**src/rtl/sysbuf_pkg.sv**
```systemverilog
// Shared types for the systolic input staging buffer: count-width helper,
// default vector shape and the output mode encoding.
package sysbuf_pkg;

  localparam int DEF_BITWIDTH = 8;
  localparam int DEF_ROWS     = 3;

  // Default-shaped vector; the top redeclares it with its own parameters.
  typedef logic [DEF_ROWS-1:0][DEF_BITWIDTH-1:0] vec_t;

  typedef enum logic {
    MODE_BYPASS = 1'b0,
    MODE_SKEW   = 1'b1
  } mode_e;

  function automatic int cnt_w(input int depth);
    return $clog2(depth + 1);
  endfunction

endpackage

```
**src/rtl/skew_delay_line.sv**
```systemverilog
// Per-row delay line: DELAY register stages carrying an element and its valid.
// DELAY=0 degenerates to a wire.
module skew_delay_line #(
  parameter int BITWIDTH = 8,
  parameter int DELAY    = 0
) (
  input  logic                clk,
  input  logic                rst,
  input  logic                in_vld,
  input  logic [BITWIDTH-1:0] in_dat,
  output logic                out_vld,
  output logic [BITWIDTH-1:0] out_dat
);

  if (DELAY == 0) begin : g_pass
    logic unused_clk_rst;
    assign unused_clk_rst = &{1'b0, clk, rst};
    assign out_vld = in_vld;
    assign out_dat = in_dat;
  end else begin : g_shift
    logic [DELAY-1:0]               vld_q, vld_d;
    logic [DELAY-1:0][BITWIDTH-1:0] dat_q, dat_d;

    always_comb begin
      vld_d    = '0;
      dat_d    = '0;
      vld_d[0] = in_vld;
      dat_d[0] = in_dat;
      for (int i = 1; i < DELAY; i++) begin
        vld_d[i] = vld_q[i-1];
        dat_d[i] = dat_q[i-1];
      end
    end

    always_ff @(posedge clk or negedge rst) begin
      if (!rst) begin
        vld_q <= '0;
        dat_q <= '0;
      end else begin
        vld_q <= vld_d;
        dat_q <= dat_d;
      end
    end

    assign out_vld = vld_q[DELAY-1];
    assign out_dat = dat_q[DELAY-1];
  end

endmodule

```
**src/rtl/skew_input_buffer.sv**
```systemverilog
// Input staging FIFO for the systolic array; popped vectors leave as a
// diagonal wavefront (row r delayed r cycles) or all rows aligned in bypass.
module skew_input_buffer
  import sysbuf_pkg::*;
#(
  parameter int BITWIDTH = 8,
  parameter int ROWS     = 3,
  parameter int DEPTH    = 16
) (
  input  logic                              clk,
  input  logic                              rst,
  input  logic                              wr_en,
  input  logic [ROWS-1:0][BITWIDTH-1:0]     wr_data,
  input  logic                              read,
  input  logic                              skew_en,
  output logic [ROWS-1:0]                   o_valid,
  output logic [ROWS-1:0][BITWIDTH-1:0]     o_data,
  output logic                              o_full,
  output logic                              o_empty,
  output logic [$clog2(DEPTH+1)-1:0]        o_count,
  output logic                              o_busy,
  output logic                              o_overflow
);

  localparam int AW = $clog2(DEPTH);
  localparam int CW = cnt_w(DEPTH);

  typedef logic [ROWS-1:0][BITWIDTH-1:0] row_vec_t;

  logic [AW-1:0] wr_ptr_q, wr_ptr_d, rd_ptr_q, rd_ptr_d;
  logic [CW-1:0] count_q, count_d;
  // vld_pipe[k] = a vector popped k edges ago; the extra top bit holds
  // busy high one cycle past the last row's valid.
  logic [ROWS:0] vld_pipe_q, vld_pipe_d;
  row_vec_t      dat0_q, dat0_d;
  mode_e         mode_q, mode_d;
  logic          ovf_q, ovf_d;
  row_vec_t      mem [DEPTH];

  logic push, pop, full, empty;

  assign full  = (count_q == CW'(DEPTH));
  assign empty = (count_q == '0);
  assign push  = wr_en && !full;
  assign pop   = read && !empty;

  always_comb begin
    wr_ptr_d   = wr_ptr_q;
    rd_ptr_d   = rd_ptr_q;
    count_d    = count_q;
    mode_d     = mode_q;
    if (push) wr_ptr_d = wr_ptr_q + 1'b1;
    if (pop)  rd_ptr_d = rd_ptr_q + 1'b1;
    case ({push, pop})
      2'b10:   count_d = count_q + 1'b1;
      2'b01:   count_d = count_q - 1'b1;
      default: ;
    endcase
    vld_pipe_d = {vld_pipe_q[ROWS-1:0], pop};
    dat0_d     = pop ? mem[rd_ptr_q] : '0;
    ovf_d      = wr_en && full;
    // Mode only switches with an empty pipeline so no vector is torn.
    if (!o_busy && !pop) mode_d = mode_e'(skew_en);
  end

  always_ff @(posedge clk or negedge rst) begin
    if (!rst) begin
      wr_ptr_q   <= '0;
      rd_ptr_q   <= '0;
      count_q    <= '0;
      vld_pipe_q <= '0;
      dat0_q     <= '0;
      mode_q     <= MODE_SKEW;
      ovf_q      <= 1'b0;
    end else begin
      wr_ptr_q   <= wr_ptr_d;
      rd_ptr_q   <= rd_ptr_d;
      count_q    <= count_d;
      vld_pipe_q <= vld_pipe_d;
      dat0_q     <= dat0_d;
      mode_q     <= mode_d;
      ovf_q      <= ovf_d;
    end
  end

  always_ff @(posedge clk) begin
    if (push) mem[wr_ptr_q] <= wr_data;
  end

  logic [ROWS-1:0] line_vld;
  row_vec_t        line_dat;

  for (genvar r = 0; r < ROWS; r++) begin : g_row
    skew_delay_line #(
      .BITWIDTH (BITWIDTH),
      .DELAY    (r)
    ) u_line (
      .clk     (clk),
      .rst     (rst),
      .in_vld  (vld_pipe_q[0]),
      .in_dat  (dat0_q[r]),
      .out_vld (line_vld[r]),
      .out_dat (line_dat[r])
    );
  end

  always_comb begin
    o_valid = '0;
    o_data  = '0;
    for (int r = 0; r < ROWS; r++) begin
      o_valid[r] = (mode_q == MODE_SKEW) ? line_vld[r] : vld_pipe_q[0];
      if (o_valid[r]) o_data[r] = (mode_q == MODE_SKEW) ? line_dat[r] : dat0_q[r];
    end
  end

  assign o_full     = full;
  assign o_empty    = empty;
  assign o_count    = count_q;
  assign o_busy     = |vld_pipe_q;
  assign o_overflow = ovf_q;

endmodule

```
**config.mk**
```make
export PLATFORM = sky130hd
export DESIGN_NAME = skew_input_buffer
export DESIGN_NICKNAME = d
export VERILOG_FILES = /design/src/rtl/sysbuf_pkg.sv /design/src/rtl/skew_delay_line.sv /design/src/rtl/skew_input_buffer.sv
export SDC_FILE = /design/constraint.sdc
export NUM_CORES = 1
export LEC_CHECK = 0
export CAP_MARGIN = 20
export CORE_ASPECT_RATIO = 1.5
export CORE_MARGIN = 2
export CORE_UTILIZATION = 50
export DETAILED_ROUTE_END_ITERATION = 10
export PLACE_DENSITY = 0.67
export SYNTH_ARGS = -nofsm -noshare
export SYNTH_HDL_FRONTEND = slang
export SYNTH_HIERARCHICAL = 1
export SYNTH_SLANG_ARGS = --single-unit
```
**constraint.sdc**
```tcl
create_clock -name clk -period 8.4 [get_ports clk]
set_input_delay 2.52 -clock clk [delete_from_list [all_inputs] [get_ports clk]]
set_output_delay 2.52 -clock clk [all_outputs]
set_load 0.02 [all_outputs]
```
Word-level counts from Yosys, hierarchy flattened
Memory sizes are Yosys's and may differ from the RTL's.
Index checks and enable logic that the tools add are counted.
- logic and storage cells: 44
- register bits after elaboration: 70
- input bits: 29
- bits in writable memories: 384
- memories: 1
- output and inout port bits: 36
- memory list (memory ; words ; width ; rd ports ; clocked after Yosys merged registers in ; wr ports ; RTL line ; RTL):
    mem ; 16 ; 24 ; 1 ; 0 ; 1 ; skew_input_buffer.sv:38 ; row_vec_t mem [DEPTH];
- mux-type cells: 11
- reduce and logical (&&, ||, !) cells: 11
- add/sub/neg operators: 4
- eq/ne operators: 3
- operators with widths (kind ; count):
    8-bit two-way mux ; 5
    24-bit two-way mux ; 1
    5-bit case mux with 2 select lines ; 1
    4-bit by 1-bit adder with 4-bit output, second input constant ; 2
    5-bit by 1-bit adder with 5-bit output, second input constant ; 1
    5-bit == test, second input constant ; 1
    5-bit zero test ; 1
    5-bit by 1-bit subtractor with 5-bit output, second input constant ; 1
    1-bit logical AND ; 4
    1-bit zero test ; 4
    1-bit two-way mux ; 4
    4-bit OR reduction ; 1
    2-bit by 1-bit == test with 1-bit output, second input constant ; 1
    2-bit == test, second input constant ; 1
    2-bit nonzero test ; 1

Logic depth before layout (Yosys ltp)
- word-level depth: 5
- mapped depth: 12
- mapped depth without buffers: 10

Hierarchy
The synthesis kept the hierarchy.
- modules (own cells, without submodules) (module ; seq. area each (sq um) ; instances ; area each (sq um) ; cells each):
    skew_input_buffer ; 12608.3 ; 1 ; 16849.9 ; 867
    skew_delay_line (g_row[2].u_line) ; 450.4 ; 1 ; 450.4 ; 18
    skew_delay_line (g_row[1].u_line) ; 225.2 ; 1 ; 225.2 ; 9
    skew_delay_line (g_row[0].u_line) ; 0.0 ; 1 ; 67.6 ; 9

Worst setup path before layout
Ideal clock, no wire load.
- path kind: input-to-reg
- start: input port wr_en
- end: memory mem[3][0] (netlist bit) (enable)
- required time: 7.965 ns
- arrival time: 4.859 ns
- slack: 3.105 ns
- cell stages on the path: 3
- buffers on the path: 0
- setup time: 0.435 ns
- cell sequence: a21boi_1 > nand2_1 > nor3_1
- word-level cells in the longest chain between the ends: 3
- RTL lines (element ; RTL line ; RTL):
    start: declaration ; skew_input_buffer.sv:12 ; input logic wr_en,
    1-bit logical AND ; skew_input_buffer.sv:44 ; assign push = wr_en && !full;
    1-bit two-way mux ; skew_input_buffer.sv:87 ; if (push) mem[wr_ptr_q] <= wr_data;
    1-bit two-way mux (implied by the code) ; skew_input_buffer.sv:87 ;
    end: declaration ; skew_input_buffer.sv:38 ;
No other way between the ends.

==> impl_metrics.ini <==
[final_layout]
stdcell_area_um2 = 20000
diodes = 0
syn_to_final_growth_pct = 13.68
layout-drive-gt1-share_pct = 19.08
final_util_pct = 57.32
fin_nets = 1001
finalNonFillerCells = 1469

[drt]
avgViaCountPerCell = 5.662
drt-wirelength-per-cell_um = 23.13
totalWireLength_um = 33980
vias = 8318
antenna_left = 0
drt_iter0_drc = 663
drc = 0
firstDrtPassIters = 4

[clock_tree]
ctsHoldBuffers = 0
post_cts_resized = 0
cts_buffers = 41
post-cts-setup-buffer-count = 0
ctsLongestPathBuffers = 3
clk_pin_slew_ns = 0.06
cts-htree-levels = 2
clock_latency_ns = 0.55
cts-root-buf = clkbuf_16
cts_num_sinks = 454
cts_tree = built

[setup_path]
startpoint = mode_q
critical_path.slowest_cell = dfstp_2
critPathCapture = o_data[9]
endpoint_kind = primary output
crit_fanout = 29
worst_setup_path_start_kind = flip-flop
worstReg2RegEnd = o_count[4]
critPathTopFamily = flip-flops
rrSetupSlack_ns = 4.94
worst_ep_arrival_time_ns = 3.17
reg2reg_depth = 11
critPathKind = reg -> out
cp_num_cells = 5
path_buf_inv = 2
cp_slowest_stage_delay_ns = 1.15
r2r_start = o_count[1]
cp_data_required_time_ns = 5.88
path_cells = nor2b_1 -> a21oi_1 -> buf_4 -> nor2_1 -> clkdlybuf4s50_1

[place]
hpwl_um = 18230
io_buffers = 64
placed_area_um2 = 18700
place_ws_ns = 2.843
dp_cells = 1392
place_congestion = 0.7517

[floorplanning]
coreArea_um2 = 34890
boundaryPins = 65
start_util_pct = 50.42
die_w_um = 157.2
die-area_um2 = 36730
dieHeight_um = 233.7
rows = 84

[timing]
worstMarginPinSlew_ns = 1.068
period_share_pct = 67.71
finalHoldViolCount = 0
tns_ns = 0
maxSlewViolCount = 0
setup_slack_ns = 2.712
min_period_ns = 5.688
setup_violations = 0
rsz0062_at_grt = no
max-slew-margin-rel_pct = 28.61
finClkSkew_ns = 0.01611
max_freq_mhz = 175.8

[hold_path]
hp-class = reg -> reg
holdPathStages = 0

[power]
switchingPower_mw = 1.966
pwr-share-clk_pct = 27.4
p_comb_share_pct = 25.8
irDropWorstVdd_uv = 165.2
power_frac_seq_pct = 46.8
p_leak_nw = 6.670
switching_share_pct = 29.87
p_int_mw = 4.617
p_per_area_nw_per_um2 = 329.1

[synthesis]
synth_cells = 903
synth_edf_count = 384
synth_nets = 941
yosysSeqAreaShare_pct = 75.51
synth_seq_cells = 454
netlist.area_leader.share_pct = 65.54
syn_area_um2 = 17590
ys_top_cells_by_area = edfxtp_1 (66%), mux4_2 (12%), dfrtp_1 (9.8%)
yosysWarningCount = 6
syn_avg_cell_area_um2 = 19.48
synthArstFlopShare_pct = 15.42
yosysTopAreaCell = edfxtp_1
ys.flop_type = edfxtp_1
yosysUniqueCellTypes = 48

[global_route]
grt_max_degree = 71
grt_antenna_before_repair = 0
use_met3_pct = 2.828
use_met2_pct = 34.87
grt_overflow = 0
top_usage_layer = met2
grt_usage_pct = 19.41
grt_pass1_wl_um = 52520
grt_util_met1_pct = 24.14
first_global_vias = 8876

[run_status]
status = finished clean

[flow_run]
cap_violations = 0
## logic make-up after synthesis
family | count (synthesis) | share of synthesized area [%]
AO/OA/AOI/OAI | 44 | 1.807
adder cells (fa/ha/maj) | 9 | 0.6401
XOR/XNOR | 10 | 0.4979
AND/OR/NAND/NOR | 195 | 5.768
multiplexers | 124 | 13.75
flip-flops | 454 | 75.51
buffers and inverters | 67 | 2.027
## layout make-up
class,count,area (um^2)
Fill cell,2663,14890
Sequential cell,454,13300
Multi-Input combinational cell,382,4063
Clock buffer,60,1127
Timing Repair Buffer,75,720.7
Tap cell,473,591.8
Clock inverter,16,168.9
Inverter,9,33.78
## metrics by stage
stage / hold WS [ns] / total power [mW]
floorplan: 0.3312 / 4.314
global route: 0.3537 / 6.905
detailed placement: 0.3356 / 4.868
global placement: 0.3323 / 4.831
finish: 0.3472 / 6.583
CTS: 0.3492 / 6.657
## power groups by stage
stage | clock network, mW | registers [mW] | logic (mW)
5_1_grt | 1.92 | 3.13 | 1.85
6_report | 1.80 | 3.08 | 1.70
3_5_place_dp | 0 | 3.14 | 1.73
2_1_floorplan | 0 | 2.90 | 1.42
4_1_cts | 1.83 | 3.09 | 1.73
3_3_place_gp | 0 | 3.12 | 1.71
## synthesized netlist by cell type, types with 2 or more instances
| master | instances |
|---|---|
| a211oi_1 | 23 |
| a21oi_1 | 5 |
| and2_1 | 2 |
| and3_1 | 24 |
| buf_1 | 2 |
| buf_2 | 18 |
| buf_4 | 14 |
| buf_6 | 4 |
| clkbuf_1 | 20 |
| dfrtp_1 | 69 |
| edfxtp_1 | 384 |
| ha_1 | 9 |
| inv_1 | 8 |
| mux2i_1 | 28 |
| mux4_2 | 94 |
| nand2_1 | 37 |
| nand2b_1 | 25 |
| nand3b_1 | 3 |
| nand4_1 | 2 |
| nor2_1 | 39 |
| nor2b_1 | 26 |
| nor3_1 | 27 |
| nor4_1 | 2 |
| o21ai_0 | 6 |
| xnor2_1 | 9 |
## sequential cells by signal, summed over array words and instances, names as in the netlist
signal                      cells
g_row.u_line/out_vld            1
o_overflow                      1
dat0_q                         24
g_row.u_line/out_dat           16
o_count                         5
g_row.u_line/g_shift.dat_d      8
vld_pipe_q                      4
wr_ptr_q                        4
g_row.u_line/g_shift.vld_q      2
mem                           384
rd_ptr_q                        4
mode_q                          1
## metal layers
layer | routed length (um) | up-vias
li1 | - | 3682
met1 | 13720 | 4400
met2 | 18180 | 181
met3 | 1240 | 55
met4 | 838 | 0
met5 | 0 | -
## worst min path at each step
| stage | startpoint | endpoint | slack (ns) |
|---|---|---|---|
| after floorplan | g_row[2].u_line/g_shift.vld_q[0] | g_row[2].u_line/g_shift.vld_q[1] | 0.33 |
| final | g_row[2].u_line/g_shift.dat_d[13] | g_row[2].u_line/out_dat[5] | 0.35 |
| after CTS | g_row[2].u_line/g_shift.dat_d[14] | g_row[2].u_line/out_dat[6] | 0.35 |
| after detailed placement | g_row[2].u_line/g_shift.vld_q[0] | g_row[2].u_line/g_shift.vld_q[1] | 0.34 |
| after global placement | g_row[2].u_line/g_shift.dat_d[9] | g_row[2].u_line/out_dat[1] | 0.33 |
| after global routing | g_row[2].u_line/g_shift.dat_d[14] | g_row[2].u_line/out_dat[6] | 0.35 |
## placed cells by master, fill, tap and decap left out, types with 24 or more instances in the layout
master | Yosys | final
edfxtp_1 | 384 | 384
mux4_2 | 94 | 94
dfrtp_1 | 69 | 66
clkdlybuf4s50_1 | 0 | 63
clkbuf_16 | 0 | 41
nand2_1 | 37 | 37
mux2i_1 | 28 | 28
nor2_1 | 39 | 27
nor2b_1 | 26 | 26
nand2b_1 | 25 | 25
and3_1 | 24 | 24
Power figures use the tool's default switching activity.
